File: src/rtl/gpio_debounce.sv
// gpio_debounce: per-bit two-flop synchroniser followed by a stability
// counter. A bit's debounced level only changes after the synchronised
// input has disagreed with it for DebounceCycles consecutive compare edges.
// Accepted changes produce one-cycle rise/fall pulses and a combined
// change flag, all registered.
module gpio_debounce #(
  parameter int                 Width          = 8,
  parameter int                 DebounceCycles = 500000,
  parameter logic [Width-1:0]   ResetValue     = {Width{1'b0}}
) (
  input  logic             clk_sys_i,
  input  logic             rst_sys_i,
  input  logic [Width-1:0] raw_i,
  output logic [Width-1:0] db_o,
  output logic [Width-1:0] rise_o,
  output logic [Width-1:0] fall_o,
  output logic             change_o
);

  // Counter is wide enough to hold DebounceCycles; the terminal value is
  // DebounceCycles-1, so it can never wrap.
  localparam int                CntW    = $clog2(DebounceCycles + 1);
  localparam logic [CntW-1:0]   CntTerm = CntW'(DebounceCycles - 1);

  logic [Width-1:0] s1_q, s1_d;
  logic [Width-1:0] s2_q, s2_d;
  logic [Width-1:0] db_q, db_d;
  logic [Width-1:0] rise_q, rise_d;
  logic [Width-1:0] fall_q, fall_d;
  logic             change_q, change_d;
  logic [CntW-1:0]  cnt_q [Width];
  logic [CntW-1:0]  cnt_d [Width];

  // Next-state logic: synchroniser shift, per-bit counters and acceptance.
  always_comb begin
    s1_d   = raw_i;
    s2_d   = s1_q;
    db_d   = db_q;
    rise_d = {Width{1'b0}};
    fall_d = {Width{1'b0}};
    for (int i = 0; i < Width; i++) begin
      cnt_d[i] = {CntW{1'b0}};
      if (s2_q[i] == db_q[i]) begin
        // Input agrees with the accepted level: any pending change is void.
        cnt_d[i] = {CntW{1'b0}};
      end else if (cnt_q[i] == CntTerm) begin
        // Disagreement has lasted long enough: accept the new level.
        db_d[i]   = s2_q[i];
        cnt_d[i]  = {CntW{1'b0}};
        rise_d[i] = s2_q[i];
        fall_d[i] = ~s2_q[i];
      end else begin
        cnt_d[i] = cnt_q[i] + CntW'(1);
      end
    end
    change_d = |(rise_d | fall_d);
  end

  // State registers with synchronous reset; the synchroniser resets to the
  // same value as db so an idle input produces no pulse after release.
  always_ff @(posedge clk_sys_i) begin
    if (rst_sys_i) begin
      s1_q     <= ResetValue;
      s2_q     <= ResetValue;
      db_q     <= ResetValue;
      rise_q   <= {Width{1'b0}};
      fall_q   <= {Width{1'b0}};
      change_q <= 1'b0;
      for (int i = 0; i < Width; i++) begin
        cnt_q[i] <= {CntW{1'b0}};
      end
    end else begin
      s1_q     <= s1_d;
      s2_q     <= s2_d;
      db_q     <= db_d;
      rise_q   <= rise_d;
      fall_q   <= fall_d;
      change_q <= change_d;
      for (int i = 0; i < Width; i++) begin
        cnt_q[i] <= cnt_d[i];
      end
    end
  end

  assign db_o     = db_q;
  assign rise_o   = rise_q;
  assign fall_o   = fall_q;
  assign change_o = change_q;

endmodule

File: config.mk
export PLATFORM = sky130hd
export DESIGN_NAME = gpio_debounce
export DESIGN_NICKNAME = d
export VERILOG_FILES = /design/src/rtl/gpio_debounce.sv
export SDC_FILE = /design/constraint.sdc
export NUM_CORES = 1
export LEC_CHECK = 0
export BUFFER_PORTS_ARGS = -buffer_cell sky130_fd_sc_hd__buf_2
export CAP_MARGIN = 0
export CELL_PAD_IN_SITES_DETAIL_PLACEMENT = 1
export CELL_PAD_IN_SITES_GLOBAL_PLACEMENT = 2
export CORE_ASPECT_RATIO = 1.1
export CORE_UTILIZATION = 35
export DETAILED_ROUTE_END_ITERATION = 16
export PLACE_DENSITY = 0.88
export SLEW_MARGIN = 20
export SYNTH_ARGS = -nofsm -noshare
export SYNTH_HDL_FRONTEND = slang
export SYNTH_SLANG_ARGS = --single-unit
File: constraint.sdc
create_clock -name clk_sys_i -period 1.8 [get_ports clk_sys_i]
set_input_delay 0.09 -clock clk_sys_i [delete_from_list [all_inputs] [get_ports clk_sys_i]]
set_output_delay 0.09 -clock clk_sys_i [all_outputs]
set_load 0.03 [all_outputs]
==> out/qor.yml <==
status: "finished, violations left"
violations: "setup timing"
grt_setup_unrepaired: "true"
clockBufferDepth: 2
fin_crit_sh_pct: 105
num-fill-cells: 2589
end_kind: "register"
via_per_inst: 4.84
crit_buf_inv: 0
final_cell_mix: "nor2_1 (188), dfxtp_1 (185), buf_4 (82), xnor2_1 (71), xor2_1 (71)"
synth-warning-count: 0
fmax_mhz: 531
mostFrequentLayoutCell: "nor2_1"
setup-tns-final_ns: -1.51
initial_core_util_pct: 35.7
first_iter_violations: 275
cts_tree: "yes"
synth_area_leaders: "dfxtp_1 (49%), nor2_1 (9.2%), xnor2_1 (8.0%), xor2_1 (7.9%), nand3_1 (3.9%)"
hold_viol: 0
pwr-share-comb_pct: 1.7
ys_types: 43
io_pins: 35
clock-sinks: 193
clock_power_share_pct: 45.2
clock_latency_ns: 0.43
synth_top_area_share_pct: 48.9
drc: 0
hp-class: "input port to register"
startpoint_type: "register"
area_delta_synth_final_pct: 27.6
seqPwrFrac_pct: 53.1
yosysSeqAreaShare_pct: 48.9
tightest_slew_ns: 1.04
max_stage_delay_ns: 0.50
grt_overflow_total: 0
crit_chain: "or4_1 > or4_4 > or3_4 > nor3b_2"
num_antenna_cells: 0
die-area_sq_um: 23200
die_w_microns: 145
synth_area_sq_um: 7900
synthArstFlopShare_pct: 0
drt-pass1-iter-count: 4
cts-root-buf: "clkbuf_16"
fin_crit_ns: 1.88
grt_pass1_vias: 6558
intPower_w: 0.00635
synth_area_leader_cell: "dfxtp_1"
final_net_count: 1030
leakage_nw: 3.53
critPathKind: "register to register"
antenna_found_initial: 0
dpl.hpwl_mm: 12.5
routed_wl_mm: 18.3
relSlewSlack_pct: 30.3
place_congestion: 0.749
ys_ff_latch: 193
grt_max_degree: 33
fp-row-count: 57
wl_per_cell_microns: 13.9
timing.max_cap.violations: 0
port_buffers: 34
synth-edff-count: 0
setup_ws_ns: -0.0845
cts_inserted_buffers: 17
crit_family: "simple AND/OR/NAND/NOR gates"
synthFlopType: "dfxtp_1"
utilization_pct: 45.6
antenna_left: 0
cp_max_fo: 4
crit_arrival_ns: 2.24
syn-num-nets: 894
cellPowerDensity_nw_per_um2: 804
cp_data_required_time_ns: 2.16
switchingPower_w: 0.00175
drv_slew: 0
p_sw_share_pct: 21.6
grt_usage_pct: 16.2
htree_levels: 4
peakVddDrop_v: 0.000546
clkTransAtPathRegs_ns: 0.07
clock_skew_ns: 0.0121
die_h_microns: 160
core-area_sq_um: 22100
drive_above_1_share_pct: 20.6
vias: 6392
syn_area_per_cell_sq_um: 9.02
syn_inst: 876
grt_pass1_wl_mm: 30.7
cpMaxStageDelayCell: "or4_1"
setup_violations: 39
-- logic make-up (layout without fill, tap and decap cells) --
logic type | count (synthesis) | after routing | share of synthesized area (%)
simple gates | 482 | 484 | 30.6
flops | 193 | 193 | 48.9
xor+xnor | 143 | 143 | 15.9
buf+inv | 34 | 181 | 1.85
compound gates | 10 | 10 | 0.745
fa+ha+maj | 8 | 8 | 1.27
mux | 6 | 6 | 0.760
-- what timing repair did --
| item | in CTS | in global routing |
|---|---|---|
| pin swaps | 3 | 10 |
| setup buffers | 2 | 5 |
| hold endpoints to repair | 8 | 0 |
| hold buffers | 8 | 0 |
| setup endpoints to repair | 48 | 132 |
| gates cloned | 1 | 1 |
| gates resized for setup | 15 | 41 |
-- stage by stage --
| stage | setup WS, ns | power, W | std cells | hold slack, ns | cell area, sq um |
|---|---|---|---|---|---|
| final | -0.0845 | 0.00810 | 1320 | 0.194 | 10100 |
| after global routing | -0.141 | 0.00842 | 1320 | 0.198 | 10100 |
| after CTS | -0.0771 | 0.00823 | 1314 | 0.178 | 9850 |
| after floorplan | -0.0769 | 0.00447 | 876 | 0.218 | 7950 |
| after detailed placement | -0.0821 | 0.00452 | 1271 | 0.306 | 9090 |
| after global placement | -0.0699 | 0.00452 | 1271 | 0.298 | 9090 |
-- layout make-up --
cell class | count | area (sq um) | area share (%)
inverter | 15 | 56.3 | 0.559
clock inverter | 10 | 101 | 1.01
tap | 295 | 369 | 3.66
sequential | 193 | 3870 | 38.4
multi-input combinational | 651 | 4170 | 41.4
clock buffer | 22 | 464 | 4.61
timing repair buffer | 134 | 1040 | 10.3
-- flip-flops by register name, indices dropped and copies added (netlist names) --
name and flops:
change_o 1, cnt_q 152, db_o 8, fall_o 8, rise_o 8, s1_q 8, s2_q 8
-- layer usage --
layer | GRT usage, % | up-vias | routed length [microns]
met1 | 19.2 | 3087 | 8380
li1 | - | 3228 | -
met2 | 28.9 | 53 | 9280
met4 | 5.89 | 0 | 283
met5 | 0 | - | 0
met3 | 3.27 | 24 | 386
-- path summary, 6_finish.rpt --
path	start	end	slack, ns	cells past startpoint
worst max-delay path	cnt_q[0][12]$_SDFF_PP0_	rise_o[0]$_SDFF_PP0_	-0.08	4
worst min-delay path	rst_sys_i	db_o[4]$_SDFFE_PP0P_	0.19	2
worst max register to register	cnt_q[0][12]$_SDFF_PP0_	rise_o[0]$_SDFF_PP0_	-0.08	4
worst min register to register	s1_q[7]$_SDFF_PP0_	s2_q[7]$_SDFF_PP0_	0.44	1
-- Yosys cell counts, types with 2 or more instances --
master    number
nor2_1       194
dfxtp_1      193
xnor2_1       72
xor2_1        71
nand3_1       61
nand2_1       55
nand4_1       29
and3_1        27
nor3_1        24
nor4b_1       21
nor2b_1       18
inv_1         15
nor4_1        12
clkbuf_1      10
ha_1           8
or4_1          8
or3_1          7
mux2i_1        6
and4_1         4
a21oi_1        3
buf_1          3
buf_2          3
nor3b_1        3
nor4bb_1       3
o21ai_0        3
a31oi_1        2
buf_4          2
nand3b_1       2
nand4b_1       2
nor3b_2        2
-- power by group through the flow --
| stage | combinational (W) | clock (W) | sequential (W) |
|---|---|---|---|
| after floorplan | 0.0000662 | 0 | 0.00440 |
| after global placement | 0.000116 | 0 | 0.00440 |
| after detailed placement | 0.000118 | 0 | 0.00440 |
| after CTS | 0.000135 | 0.00379 | 0.00430 |
| after global routing | 0.000150 | 0.00396 | 0.00431 |
| final | 0.000137 | 0.00366 | 0.00431 |
Power figures use the tool's default switching activity.
